--- config.mk ---
export PLATFORM = sky130hd
export DESIGN_NAME = speaker_tone_out
export DESIGN_NICKNAME = d
export VERILOG_FILES = /design/src/rtl/audio_pkg.sv /design/src/rtl/speaker_tone_out_phase.sv /design/src/rtl/speaker_tone_out.sv
export SDC_FILE = /design/constraint.sdc
export NUM_CORES = 1
export LEC_CHECK = 0
export CORE_MARGIN = 5
export CORE_UTILIZATION = 50
export DETAILED_ROUTE_END_ITERATION = 10
export HOLD_SLACK_MARGIN = 0.08
export PLACE_DENSITY = 0.73
export SETUP_SLACK_MARGIN = 0.1
export SYNTH_ARGS = -nofsm -noshare
export SYNTH_HDL_FRONTEND = slang
export SYNTH_HIERARCHICAL = 1
export SYNTH_SLANG_ARGS = --single-unit
export TNS_END_PERCENT = 20
--- constraint.sdc ---
create_clock -name clk -period 10.65 [get_ports clk]
set_input_delay 1.5975 -clock clk [delete_from_list [all_inputs] [get_ports clk]]
set_output_delay 1.5975 -clock clk [all_outputs]
set_load 0.02 [all_outputs]
--- src/rtl/audio_pkg.sv ---
// audio_pkg
//   Shared constants and helpers for the speaker tone output path.
//   - Audio counter width and the counter bits that become the DAC clocks.
//   - Sample and note-divider widths, silence threshold.
//   - Tone level encoding and the level-to-sample mapping.
package audio_pkg;

    localparam int unsigned ACNT_W     = 9;
    localparam int unsigned MCLK_BIT   = 1;
    localparam int unsigned SCK_BIT    = 3;
    localparam int unsigned LRCK_BIT   = 8;
    localparam int unsigned SAMPLE_W   = 16;
    localparam int unsigned NOTE_DIV_W = 20;

    // acnt[7:4] selects the bit slot inside one 256-cycle channel half
    localparam int unsigned SLOT_LSB   = 4;
    localparam int unsigned SLOT_MSB   = 7;

    // note_div below this value means silence
    localparam logic [NOTE_DIV_W-1:0] SILENCE_THRESH = 20'd2;

    typedef enum logic [1:0] {
        TONE_SILENT,
        TONE_HIGH,
        TONE_LOW
    } tone_level_e;

    function automatic tone_level_e tone_level(input logic silent, input logic ph);
        if (silent) begin
            return TONE_SILENT;
        end
        return ph ? TONE_HIGH : TONE_LOW;
    endfunction

    function automatic logic [SAMPLE_W-1:0] level_to_sample(
        input tone_level_e         lvl,
        input logic [SAMPLE_W-1:0] amp
    );
        case (lvl)
            TONE_HIGH: return amp;
            TONE_LOW:  return SAMPLE_W'(~amp + 1'b1);
            default:   return '0;
        endcase
    endfunction

endpackage

--- src/rtl/speaker_tone_out_phase.sv ---
// tone_phase_gen
//   Square-wave phase generator driven by a period word in clk cycles.
//   Ports:
//     clk      in  system clock (rising edge)
//     rst      in  synchronous active-high reset
//     note_div in  tone period in clk cycles; 0 or 1 means silence
//     ph       out 1 for the first floor(note_div/2) cycles of each period
//     silent   out 1 while note_div is below the silence threshold
module tone_phase_gen
    import audio_pkg::*;
(
    input  logic                  clk,
    input  logic                  rst,
    input  logic [NOTE_DIV_W-1:0] note_div,
    output logic                  ph,
    output logic                  silent
);

    logic [NOTE_DIV_W-1:0] r_tcnt;
    logic [NOTE_DIV_W-1:0] r_note_div_q;
    logic                  r_ph;
    logic                  r_silent;

    logic [NOTE_DIV_W-1:0] w_tcnt_nxt;
    logic [NOTE_DIV_W-1:0] w_half;
    logic [NOTE_DIV_W-1:0] w_last;
    logic                  w_silent_nxt;
    logic                  w_changed;
    logic                  w_ph_nxt;

    always_comb begin
        w_silent_nxt = (note_div < SILENCE_THRESH);
        w_changed    = (note_div != r_note_div_q);
        w_half       = note_div >> 1;
        w_last       = note_div - NOTE_DIV_W'(1);
        w_tcnt_nxt   = '0;
        w_ph_nxt     = 1'b0;
        if (!w_silent_nxt) begin
            // a new period word restarts the phase so no truncated period is carried over
            if (w_changed || (r_tcnt == w_last)) begin
                w_tcnt_nxt = '0;
            end else begin
                w_tcnt_nxt = r_tcnt + NOTE_DIV_W'(1);
            end
            // ph is registered from the next count so it stays aligned with tcnt
            w_ph_nxt = (w_tcnt_nxt < w_half);
        end
    end

    always_ff @(posedge clk) begin
        if (rst) begin
            r_tcnt       <= '0;
            r_note_div_q <= '0;
            r_ph         <= 1'b0;
            r_silent     <= 1'b1;
        end else begin
            r_tcnt       <= w_tcnt_nxt;
            r_note_div_q <= note_div;
            r_ph         <= w_ph_nxt;
            r_silent     <= w_silent_nxt;
        end
    end

    assign ph     = r_ph;
    assign silent = r_silent;

endmodule

--- src/rtl/speaker_tone_out.sv ---
// speaker_tone_out
//   Turns a note period word into a square-wave tone and serializes it as
//   16-bit left-justified stereo samples for a CS4344-class DAC.
//   Ports:
//     clk        in  system clock (rising edge)
//     rst        in  synchronous active-high reset
//     note_div   in  tone period in clk cycles; 0 or 1 means silence
//     audio_mclk out DAC master clock, clk/4
//     audio_sck  out DAC bit clock, clk/16
//     audio_lrck out DAC word select, clk/512 (0 = left, 1 = right)
//     audio_sdin out DAC serial data, MSB first
module speaker_tone_out
    import audio_pkg::*;
#(
    parameter logic [SAMPLE_W-1:0] AMPLITUDE = 16'h4000
) (
    input  logic                  clk,
    input  logic                  rst,
    input  logic [NOTE_DIV_W-1:0] note_div,
    output logic                  audio_mclk,
    output logic                  audio_sck,
    output logic                  audio_lrck,
    output logic                  audio_sdin
);

    logic [ACNT_W-1:0]   r_acnt;
    logic [SAMPLE_W-1:0] r_frame_sample;
    logic                r_mclk;
    logic                r_sck;
    logic                r_lrck;
    logic                r_sdin;

    logic [ACNT_W-1:0]   w_acnt_nxt;
    logic [SAMPLE_W-1:0] w_cur;
    logic [SAMPLE_W-1:0] w_frame_nxt;
    logic [3:0]          w_bit_sel;
    logic                w_frame_wrap;
    logic                w_ph;
    logic                w_silent;

    tone_phase_gen u_phase (
        .clk      (clk),
        .rst      (rst),
        .note_div (note_div),
        .ph       (w_ph),
        .silent   (w_silent)
    );

    always_comb begin
        w_acnt_nxt   = r_acnt + ACNT_W'(1);
        w_frame_wrap = (r_acnt == '1);
        w_cur        = level_to_sample(tone_level(w_silent, w_ph), AMPLITUDE);
        w_frame_nxt  = w_frame_wrap ? w_cur : r_frame_sample;
        // slot k carries bit 15-k, i.e. the bitwise inverse of the slot number
        w_bit_sel    = ~w_acnt_nxt[SLOT_MSB:SLOT_LSB];
    end

    // Clock outputs and serial data are registered from the same next-state
    // as acnt so every DAC pin changes on one edge, glitch-free.
    always_ff @(posedge clk) begin
        if (rst) begin
            r_acnt         <= '0;
            r_frame_sample <= '0;
            r_mclk         <= 1'b0;
            r_sck          <= 1'b0;
            r_lrck         <= 1'b0;
            r_sdin         <= 1'b0;
        end else begin
            r_acnt         <= w_acnt_nxt;
            r_frame_sample <= w_frame_nxt;
            r_mclk         <= w_acnt_nxt[MCLK_BIT];
            r_sck          <= w_acnt_nxt[SCK_BIT];
            r_lrck         <= w_acnt_nxt[LRCK_BIT];
            r_sdin         <= w_frame_nxt[w_bit_sel];
        end
    end

    assign audio_mclk = r_mclk;
    assign audio_sck  = r_sck;
    assign audio_lrck = r_lrck;
    assign audio_sdin = r_sdin;

endmodule

==> results.yml <==
outcome:
  status: "finished, final reports clean"
place:
  detailedPlace.worstSlack_ns: 4.35
  dpl.hpwl_um: 7380
  placement.io_buffers: 25
  globalplace.congestion: 0.939
  numPlacedInstances: 571
pwr:
  p_leak_nw: 1.76
  power_density_nw_per_um2: 113
  power.ir.vdd_worst_mv: 0.0764
worst_setup_path:
  critical_path_peak_fanout: 28
  setup.reg_to_reg.worst_slack_ns: 6.50
  worst_setup_path_start_kind: "input pin"
  required_ns: 10.83
  worst_ep_arrival_time_ns: 6.28
  cp-endpoint: "u_phase/ph"
  reg2reg_depth: 14
  critical_path.startpoint: "note_div[0]"
  worst_path_class_setup: "input pin to flip-flop"
  critical_path.endpoint_type: "flip-flop"
  timing.rr.start: "u_phase/r_tcnt[9]"
  crit-reg2reg-capture: "u_phase/ph"
synthesis:
  synth_largest_area_cell: "sky130_fd_sc_hd__dfxtp_1"
  synth_register_bits: 68
  synth_enable_flop_cells: 0
  synth.lib_cells_used.distinct: 60
  asyncSetResetFlopFracSynth_pct: 0
  syn-instance-count: 461
  synth-seq-area-share_pct: 33.8
  post_synth_instance_area_um2: 4030
  netlist.area_leader.share_pct: 33.8
  synth_flop_cell: "sky130_fd_sc_hd__dfxtp_1"
  top_cells_by_area_synth: "sky130_fd_sc_hd__dfxtp_1 34%, sky130_fd_sc_hd__xnor2_1 10%, sky130_fd_sc_hd__ha_1 7.1%"
  average_size_of_a_mapped_cell_um2: 8.75
  syn-num-nets: 506
  synth_warnings: 6
clock_network:
  cts-buffers-inserted: 9
  cts_num_sinks: 68
  clkLatencyLatePin_ns: 0.35
  root_buffer: "sky130_fd_sc_hd__clkbuf_8"
  clk_pin_slew_ns: 0.07
  cts.path.max_buffers: 2
  hold_buffers: 0
  cts_tree: "done"
  cts_resized: 0
  clock_tree.htree_level_count: 3
  post-cts-setup-buffers: 0
drt:
  via_count: 3325
  via_per_inst: 5.66
  post_drt_antenna_nets: 0
  drc_errors: 0
  drt_wl_total_um: 9470
  detailedRoute.firstPassIterationCount: 4
  post_drt_wl_per_cell_um: 16.1
  first_iter_violations: 251
finish:
  num-nets-final: 525
  drive_gt1_share_pct: 6.39
  flow.area_growth_from_synthesis_pct: 11.6
  layout.cells.non_filler: 587
  antenna_cells_inserted: 0
timing:
  achievable_frequency_mhz: 164
  finalSetupTns_ns: 0
  timing.final.hold_violations: 0
  max_slew_margin_pct: 32.9
  worst_hold_slack_ns: 0.457
  rsz0062_at_grt: "false"
  fin_crit_sh_pct: 57.3
  final.setup_skew_ns: 0.00883
  setup_violations: 0
  period_needed_ns: 6.10
  slew_viol_final: 0
  max_slew.worst_pin.slew_ns: 0.999
  postLayoutSetupSlackWorst_ns: 4.55
min_path:
  hold_path_class: "flip-flop to flip-flop"
  hp-start: "r_frame_sample[9]"
grt:
  wire_length_of_the_first_global_routing_pass_um: 15500
  number_of_antenna_violations_at_the_first_check_in_global_routing: 0
  grt_start_max_net_pins: 35
  first_global_vias: 3162
  grt.overflow.total: 0
  global_route.usage.total_pct: 19.9
floorplan:
  core_area_um2: 7810
  placement_rows: 32
  chipWidth_um: 99.8
  die_area_um2: 9960
  start_util_pct: 51.7
  die_h_um: 99.8
  io-pin-count: 26
run:
  timing.max_cap.violations: 0
## logic make-up after synthesis
group | count (synthesis) | share of synthesized area [%]
adders and majority gates | 23 | 7.14
xor gates and xnor gates | 70 | 15.9
muxes | 10 | 3.01
buffers and inverters | 45 | 4.96
AOI/OAI and AO/OA | 44 | 9.22
and+or+nand+nor | 201 | 26.1
DFF | 68 | 33.8
## stage by stage
stage / util (%) / area (um2) / total power [mW]
2_1_floorplan: - / 4030 / 0.302
6_report: 57.6 / 4500 / 0.507
3_5_place_dp: 55.4 / 4320 / 0.324
5_1_grt: 57.6 / 4500 / 0.528
3_3_place_gp: 55.4 / 4320 / 0.322
4_1_cts: 57.6 / 4500 / 0.513
## critical path, cell delays in order
cell                              delay, ns
sky130_fd_sc_hd__clkdlybuf4s50_1       0.56
sky130_fd_sc_hd__inv_1                 0.17
sky130_fd_sc_hd__ha_1                  0.19
sky130_fd_sc_hd__nor3b_2               0.52
sky130_fd_sc_hd__and3_1                0.25
sky130_fd_sc_hd__and4b_1               0.20
sky130_fd_sc_hd__o32ai_1               0.77
sky130_fd_sc_hd__o41ai_4               0.16
sky130_fd_sc_hd__buf_4                 0.27
sky130_fd_sc_hd__nor2_1                0.14
sky130_fd_sc_hd__ha_1                  0.15
sky130_fd_sc_hd__and4_1                0.23
sky130_fd_sc_hd__nand3_1               0.12
sky130_fd_sc_hd__a2111oi_0             0.60
sky130_fd_sc_hd__a21oi_1               0.15
sky130_fd_sc_hd__nand4_1               0.15
sky130_fd_sc_hd__a31oi_1               0.05
## cells in the mapped netlist, drive strengths merged, types with 2 or more instances
master and n:
o211ai 2, or4 2, nor3b 3, a31oi 2
nor3 31, nand4 15, xor2 23, and2 16
nor4 13, nand2 16, and3 8, inv 26
o211a 3, nand3 16, mux2i 8, buf 5
clkbuf 14, ha 23, dfxtp 68, o21ai 5
nand2b 3, a21oi 9, nor2b 5, a21o 5
a2111oi 2, and4 4, o2111ai 2, xnor2 47
nor2 63
## state kept, by name, summed over array words and instances, names as in the netlist
signal	cells
r_frame_sample	16
u_phase/ph	1
r_acnt	9
u_phase/r_note_div_q	20
u_phase/r_tcnt	20
audio_sdin	1
u_phase/silent	1
## final cells by class
type / instances / area (um2)
Clock buffer: 10 / 138
Clock inverter: 6 / 40.0
Fill cell: 726 / 3310
Inverter: 26 / 97.6
Multi-Input combinational cell: 348 / 2470
Sequential cell: 68 / 1360
Tap cell: 102 / 128
Timing Repair Buffer: 27 / 265
## layout by cell type, fill, tap and decap left out, types with 4 or more instances in the layout
cell type	count
sky130_fd_sc_hd__nor4_1	12
sky130_fd_sc_hd__mux2i_1	8
sky130_fd_sc_hd__ha_1	23
sky130_fd_sc_hd__nand2_1	16
sky130_fd_sc_hd__nand4_1	14
sky130_fd_sc_hd__and4_1	4
sky130_fd_sc_hd__clkbuf_8	10
sky130_fd_sc_hd__dfxtp_1	68
sky130_fd_sc_hd__inv_1	26
sky130_fd_sc_hd__o21ai_0	5
sky130_fd_sc_hd__and2_1	16
sky130_fd_sc_hd__nand3_1	16
sky130_fd_sc_hd__a21o_1	5
sky130_fd_sc_hd__nor3_1	30
sky130_fd_sc_hd__xor2_1	22
sky130_fd_sc_hd__clkinvlp_4	4
sky130_fd_sc_hd__clkdlybuf4s50_1	25
sky130_fd_sc_hd__nor2b_1	5
sky130_fd_sc_hd__a21oi_1	9
sky130_fd_sc_hd__xnor2_1	46
sky130_fd_sc_hd__and3_1	7
sky130_fd_sc_hd__nor2_1	63
## worst min path at each step
stage                          to  slack [ns]  cells past startpoint
6_report        r_frame_sample[9]        0.46                      1
3_3_place_gp   r_frame_sample[11]        0.43                      1
5_1_grt         r_frame_sample[9]        0.48                      1
2_1_floorplan   r_frame_sample[9]        0.42                      1
4_1_cts         r_frame_sample[8]        0.46                      1
3_5_place_dp    r_frame_sample[8]        0.44                      1
## metal layers
layer / vias to the layer above / global-route usage, % / wire (um)
met2: 92 / 33.1 / 4650
met4: 0 / 6.62 / 155
met3: 12 / 4.79 / 483
met1: 1572 / 25.2 / 4190
met5: - / 0 / 0
li1: 1649 / - / -
## power breakdown
| part | internal [mW] | switching (mW) |
|---|---|---|
| sequential | 0.260 | 0.00331 |
| clock | 0.0897 | 0.0988 |
| combinational | 0.0232 | 0.0324 |
No activity file was read; power rests on OpenSTA's default activity.
